### config.mk
export PLATFORM = sky130hd
export DESIGN_NAME = pipe_stage_buf
export DESIGN_NICKNAME = d
export VERILOG_FILES = /design/src/rtl/pipe_pkg.sv /design/src/rtl/pipe_buf_ctrl.sv /design/src/rtl/pipe_stage_buf.sv
export SDC_FILE = /design/constraint.sdc
export NUM_CORES = 1
export LEC_CHECK = 0
export BUFFER_PORTS_ARGS = -buffer_cell sky130_fd_sc_hd__buf_2
export CORE_ASPECT_RATIO = 1.2
export CORE_MARGIN = 5
export CORE_UTILIZATION = 45
export CTS_CLUSTER_DIAMETER = 200
export DETAILED_ROUTE_END_ITERATION = 6
export HOLD_SLACK_MARGIN = 0.02
export PLACE_DENSITY = 0.76
export SLEW_MARGIN = 20
export SYNTH_ARGS = -nofsm -noshare
export SYNTH_HDL_FRONTEND = slang
export SYNTH_SLANG_ARGS = --single-unit
### constraint.sdc
create_clock -name clk -period 9.8 [get_ports clk]
set_clock_uncertainty 0.2 [all_clocks]
set_input_delay 0.49 -clock clk [delete_from_list [all_inputs] [get_ports clk]]
set_output_delay 0.49 -clock clk [all_outputs]
set_load 0.02 [all_outputs]
### src/rtl/pipe_pkg.sv
// Shared definitions for the elastic inter-stage pipeline buffers:
// lane indices, default geometry and a lane pack/unpack helper pair.
package pipe_pkg;

  localparam int DEF_WIDTH = 32;
  localparam int DEF_LANES = 6;
  localparam int DEF_DEPTH = 2;

  // Lane layout shared by every stage boundary.
  localparam int LANE_INSTR = 0;
  localparam int LANE_PC    = 1;
  localparam int LANE_EXT   = 2;
  localparam int LANE_ALU   = 3;
  localparam int LANE_DM    = 4;
  localparam int LANE_HILO  = 5;

  typedef logic [DEF_WIDTH-1:0] lane_t;
  typedef lane_t lane_arr_t [DEF_LANES];
  typedef logic [DEF_LANES*DEF_WIDTH-1:0] lane_bus_t;

  // Lane k lands in bits [k*WIDTH +: WIDTH] of the packed bus.
  function automatic lane_bus_t pack_lanes(input lane_arr_t lanes);
    lane_bus_t bus;
    bus = '0;
    for (int k = 0; k < DEF_LANES; k++) begin
      bus[k*DEF_WIDTH +: DEF_WIDTH] = lanes[k];
    end
    return bus;
  endfunction

  function automatic lane_arr_t unpack_lanes(input lane_bus_t bus);
    lane_arr_t lanes;
    for (int k = 0; k < DEF_LANES; k++) begin
      lanes[k] = bus[k*DEF_WIDTH +: DEF_WIDTH];
    end
    return lanes;
  endfunction

endpackage

### src/rtl/pipe_buf_ctrl.sv
// Pointer, occupancy and handshake control for the circular stage buffer.
// Data-width independent so every stage boundary reuses it unchanged.
module pipe_buf_ctrl #(
  parameter int DEPTH = 2,
  parameter int PTR_W = (DEPTH > 1) ? $clog2(DEPTH) : 1,
  parameter int CNT_W = $clog2(DEPTH + 1)
) (
  input  logic             clk,
  input  logic             rst,
  input  logic             in_valid_i,
  output logic             in_ready_o,
  input  logic             out_ready_i,
  output logic             out_valid_o,
  input  logic             flush_i,
  output logic             wr_en_o,
  output logic             rd_en_o,
  output logic [PTR_W-1:0] wr_ptr_o,
  output logic [PTR_W-1:0] rd_ptr_o,
  output logic [CNT_W-1:0] count_o
);

  localparam logic [PTR_W-1:0] PTR_LAST = PTR_W'(DEPTH - 1);
  localparam logic [CNT_W-1:0] CNT_MAX  = CNT_W'(DEPTH);

  logic [PTR_W-1:0] wr_ptr_q, wr_ptr_d;
  logic [PTR_W-1:0] rd_ptr_q, rd_ptr_d;
  logic [CNT_W-1:0] count_q, count_d;
  logic             push, pop;

  function automatic logic [PTR_W-1:0] ptr_inc(input logic [PTR_W-1:0] p);
    if (p == PTR_LAST) return '0;
    return p + 1'b1;
  endfunction

  // Ready/valid come from the count register only; a pop while full does
  // not open in_ready in the same cycle.
  assign in_ready_o  = rst && (count_q < CNT_MAX);
  assign out_valid_o = (count_q != '0);
  assign push        = in_valid_i && in_ready_o;
  assign pop         = out_valid_o && out_ready_i;
  assign wr_en_o     = push && !flush_i;
  assign rd_en_o     = pop && !flush_i;
  assign wr_ptr_o    = wr_ptr_q;
  assign rd_ptr_o    = rd_ptr_q;
  assign count_o     = count_q;

  // Next-state pointers and count; flush overrides any push or pop.
  always_comb begin
    wr_ptr_d = wr_ptr_q;
    rd_ptr_d = rd_ptr_q;
    count_d  = count_q;
    if (flush_i) begin
      wr_ptr_d = '0;
      rd_ptr_d = '0;
      count_d  = '0;
    end else begin
      if (push) wr_ptr_d = ptr_inc(wr_ptr_q);
      if (pop)  rd_ptr_d = ptr_inc(rd_ptr_q);
      if (push && !pop)      count_d = count_q + 1'b1;
      else if (pop && !push) count_d = count_q - 1'b1;
    end
  end

  // State registers with synchronous active-low reset.
  always_ff @(posedge clk) begin
    if (!rst) begin
      wr_ptr_q <= '0;
      rd_ptr_q <= '0;
      count_q  <= '0;
    end else begin
      wr_ptr_q <= wr_ptr_d;
      rd_ptr_q <= rd_ptr_d;
      count_q  <= count_d;
    end
  end

endmodule

### src/rtl/pipe_stage_buf.sv
// Elastic pipeline-stage register: DEPTH-entry circular buffer of LANES
// packed words, with a bubble output that keeps the PC lane alive.
module pipe_stage_buf
  import pipe_pkg::*;
#(
  parameter int               LANES     = DEF_LANES,
  parameter int               WIDTH     = DEF_WIDTH,
  parameter int               DEPTH     = DEF_DEPTH,
  parameter int               PC_LANE   = LANE_PC,
  parameter logic [WIDTH-1:0] NOP_VALUE = '0
) (
  input  logic                       clk,
  input  logic                       rst,
  input  logic                       in_valid,
  output logic                       in_ready,
  input  logic [LANES*WIDTH-1:0]     in_data,
  output logic                       out_valid,
  input  logic                       out_ready,
  output logic [LANES*WIDTH-1:0]     out_data,
  input  logic                       flush,
  input  logic [WIDTH-1:0]           flush_pc,
  output logic [$clog2(DEPTH+1)-1:0] count
);

  localparam int PTR_W = (DEPTH > 1) ? $clog2(DEPTH) : 1;
  localparam int CNT_W = $clog2(DEPTH + 1);

  generate
    if (DEPTH < 1 || DEPTH > 4) begin : g_bad_depth
      $fatal(1, "pipe_stage_buf: DEPTH must be in 1..4");
    end
    if (PC_LANE < 0 || PC_LANE >= LANES) begin : g_bad_pc_lane
      $fatal(1, "pipe_stage_buf: PC_LANE must be below LANES");
    end
  endgenerate

  logic             wr_en, rd_en;
  logic [PTR_W-1:0] wr_ptr, rd_ptr;

  pipe_buf_ctrl #(
    .DEPTH (DEPTH),
    .PTR_W (PTR_W),
    .CNT_W (CNT_W)
  ) u_ctrl (
    .clk         (clk),
    .rst         (rst),
    .in_valid_i  (in_valid),
    .in_ready_o  (in_ready),
    .out_ready_i (out_ready),
    .out_valid_o (out_valid),
    .flush_i     (flush),
    .wr_en_o     (wr_en),
    .rd_en_o     (rd_en),
    .wr_ptr_o    (wr_ptr),
    .rd_ptr_o    (rd_ptr),
    .count_o     (count)
  );

  logic [LANES*WIDTH-1:0] mem_q [DEPTH];
  logic [LANES*WIDTH-1:0] head_data;
  logic [LANES*WIDTH-1:0] bubble_data;
  logic [WIDTH-1:0]       head_pc;
  logic [WIDTH-1:0]       bubble_pc_q, bubble_pc_d;

  // Entry storage; only accepted, non-flushed pushes are written.
  always_ff @(posedge clk) begin
    if (wr_en) mem_q[wr_ptr] <= in_data;
  end

  assign head_data = mem_q[rd_ptr];
  assign head_pc   = head_data[PC_LANE*WIDTH +: WIDTH];

  // Bubble PC follows the last consumed entry, or the redirect target.
  always_comb begin
    bubble_pc_d = bubble_pc_q;
    if (flush)      bubble_pc_d = flush_pc;
    else if (rd_en) bubble_pc_d = head_pc;
  end

  // Bubble PC register with synchronous active-low reset.
  always_ff @(posedge clk) begin
    if (!rst) bubble_pc_q <= '0;
    else      bubble_pc_q <= bubble_pc_d;
  end

  // The bubble is NOP on every lane except the PC lane.
  for (genvar gi = 0; gi < LANES; gi++) begin : g_bubble
    if (gi == PC_LANE) begin : g_pc
      assign bubble_data[gi*WIDTH +: WIDTH] = bubble_pc_q;
    end else begin : g_nop
      assign bubble_data[gi*WIDTH +: WIDTH] = NOP_VALUE;
    end
  end

  assign out_data = out_valid ? head_data : bubble_data;

endmodule

==> impl_metrics.toml <==
[sta]
hold_slack_ns = 0.271
max_slew.worst_pin.slew_ns = 1.10
final-hold-violation-count = 0
post-route-period-util_pct = 39.0
finalMaxSlewViolations = 0
slew_headroom_pct = 27.0
setup_viol = 0
fmax_mhz = 262
rsz0062_at_grt = "false"
finalSetupTns_ns = 0
final.min_clock_period_ns = 3.82

[logic_synthesis]
async_flop_share_pct = 0
netlist_instances = 986
ys_top_cells_by_area = "edfxtp_1 72%, mux2i_1 12%, dfxtp_1 4.6%, nor2_1 4.6%, a221o_1 2.0%"
netlist_top_cells_count = "384 x edfxtp_1, 197 x nor2_1, 192 x mux2i_1, 37 x dfxtp_1, 33 x a21oi_1"
synth_area_leader_cell = "edfxtp_1"
synth.cell_area_um2 = 16000
synth_edf_count = 384
synth_seq_area_share_pct = 76.5
synth_nets = 1216
synth_top_area_share_pct = 71.9
ys_warn_count = 0
synth_most_common_cell = "edfxtp_1"
ys_ff_latch = 421
synthDistinctLibCells = 26
synth_ff_type = "edfxtp_1"
synth.avg_cell_area_um2 = 16.3

[min_path]
hp-class = "in -> reg"
hold_path_startpoint = "in_valid"
whs_endpoint = "u_ctrl.wr_ptr_o"
hold_depth = 4

[critical_path]
critPathKind = "reg -> out"
crit_slowest_cell = "dfxtp_4"
cp.depth = 4
cp_num_buf_inv = 2
critPathMaxFanout = 54
cpPeakStageDelay_ns = 1.00
rrSetupSlack_ns = 6.43
r2r_cells = 6
path_cells = "buf_4 -> mux2i_1 -> nor2_1 -> buf_2"
endpoint_kind = "primary output"
r2r-end = "bubble_pc_q[13]"
cp-start-kind = "flip-flop"
worst_ep_arrival_time_ns = 3.13
path_delay_family = "buffers and inverters"
r2r_start = "u_ctrl.count_o[1]"
required_ns = 9.11

[routing]
drc = 0
vias = 10900
wl_per_cell_um = 19.7
first_pass_iters = 5
viasPerCell = 5.12
finalWirelength_mm = 42.0
drt_iter0_markers = 635
ant_nets = 0

[layout]
area_growth_pct = 37.8
fillers = 2443
layout-drive-gt1-share_pct = 30.2
seq_area_um2 = 12300
utilization_pct = 63.0
multiInputGateArea_um2 = 3450
nets = 1862

[clocking]
ctsResizeCount = 0
clk_latency_ns = 0.53
root_buffer = "clkbuf_16"
cts.clk_slew.worst_paths_ns = 0.06
cts_tree = "done"
cts_max_path_buffers = 3
cts_sinks = 421
holdBufCountCts = 224
cts_buffers = 42
cts_max_level = 2
post_cts_buffers = 0

[floorplanning]
start_util_pct = 45.7
core-area_um2 = 35100
rows = 75
dieArea_um2 = 39500
die_x_um = 182
num_io_pins = 425
die_h_um = 217

[global_route]
grt_overflow = 0
antenna_found_initial = 5
grt_pass1_wl_mm = 63.5
grt_pass1_vias = 11600
grt_util_all_layers_pct = 20.2
grt_max_degree = 89

[power_and_ir_drop]
p_leak_uw = 0.00827
peakVddDrop_v = 0.000186
power_density_nw_per_um2 = 181

[placement]
port_buffers = 424
dpl.hpwl_mm = 24.9
place_congestion = 0.833

[flow_run]
cap_violations = 0

[status]
outcome = "finished clean"
[through the flow]
stage	std cells	power, µW	worst slack (ns)	cell area [µm²]
finish	2131	3990	5.98	22100
global route	2130	4140	5.83	22100
CTS	2126	4010	5.97	22100
detailed placement	1826	2420	6.46	18500
global placement	1826	2410	6.55	18500
floorplan	986	2270	0.110	16000
[layout by cell type (no fill, tap or decap), types with 2 or more instances in the layout]
cell,netlist,layout
a21oi_1,33,33
a221o_1,32,32
and2_1,2,2
buf_2,24,424
buf_4,13,14
bufinv_16,0,3
clkbuf_1,16,12
clkbuf_16,0,43
clkinv_1,0,7
clkinv_2,0,6
clkinvlp_4,0,3
dfxtp_1,37,36
diode_2,0,5
dlygate4sd3_1,0,224
edfxtp_1,384,384
inv_6,0,2
mux2i_1,192,192
nor2_1,197,196
nor2_4,1,2
nor2b_1,3,3
nor3_1,32,32
xor2_1,3,3
[metal layers]
metal | share of wire, % | vias up | global-route usage, %
li1 | - | 5012 | -
met2 | 54 | 496 | 37.3
met3 | 6.8 | 106 | 4.21
met1 | 35 | 5294 | 22.7
met5 | 0 | - | 0
met4 | 4.0 | 0 | 8.11
[worst reg2reg max path: cells and delay by family (launching register included)]
kind	cells	cell delay, ns
buffers and inverters	3	1.67
AND/OR/NAND/NOR	1	0.13
AO/OA/AOI/OAI	2	0.94
flip-flops	1	0.38
[state kept, by name, indices dropped and copies added (netlist names), named ones only]
| name | flops |
|---|---|
| u_ctrl.rd_ptr_o | 1 |
| u_ctrl.wr_ptr_o | 1 |
| mem_q | 384 |
| u_ctrl.count_o | 2 |
| bubble_pc_q | 32 |
[worst max-delay path by stage]
stage	startpoint	endpoint	slack, ns
global route	flip-flop	out_data[5]	5.83
finish	flip-flop	out_data[5]	5.98
detailed placement	u_ctrl.count_o[1]	bubble_pc_q[3]	6.46
global placement	u_ctrl.count_o[1]	bubble_pc_q[4]	6.55
CTS	flip-flop	out_data[5]	5.97
floorplan	in_valid	mem_q[0][0]	0.11
[power by group]
group	internal, µW	switching (µW)
sequential	2010	17.5
combinational	180	254
clock	888	649
[kinds of logic (layout without fill, tap and decap cells)]
kind of cell	count (synthesis)	in the layout	share of synthesized area, %
DFF	421	421	76.5
and+or+nand+nor	239	239	6.02
muxes	192	192	12.0
AOI/OAI and AO/OA	68	68	3.17
buffers and inverters	61	739	2.01
xor gates and xnor gates	4	4	0.218
adders and majority gates	1	1	0.0780
other	0	5	0
[layout make-up]
cell class	instances	area share (%)
diodes	5	0.0566
clock buffers	55	5.07
clock inverters	21	0.844
inverters	1	0.0170
multi-input cells	504	15.6
flip-flops and latches	421	55.5
well taps	462	2.62
repair buffers	662	20.2
(Power assumes the default switching activity.)
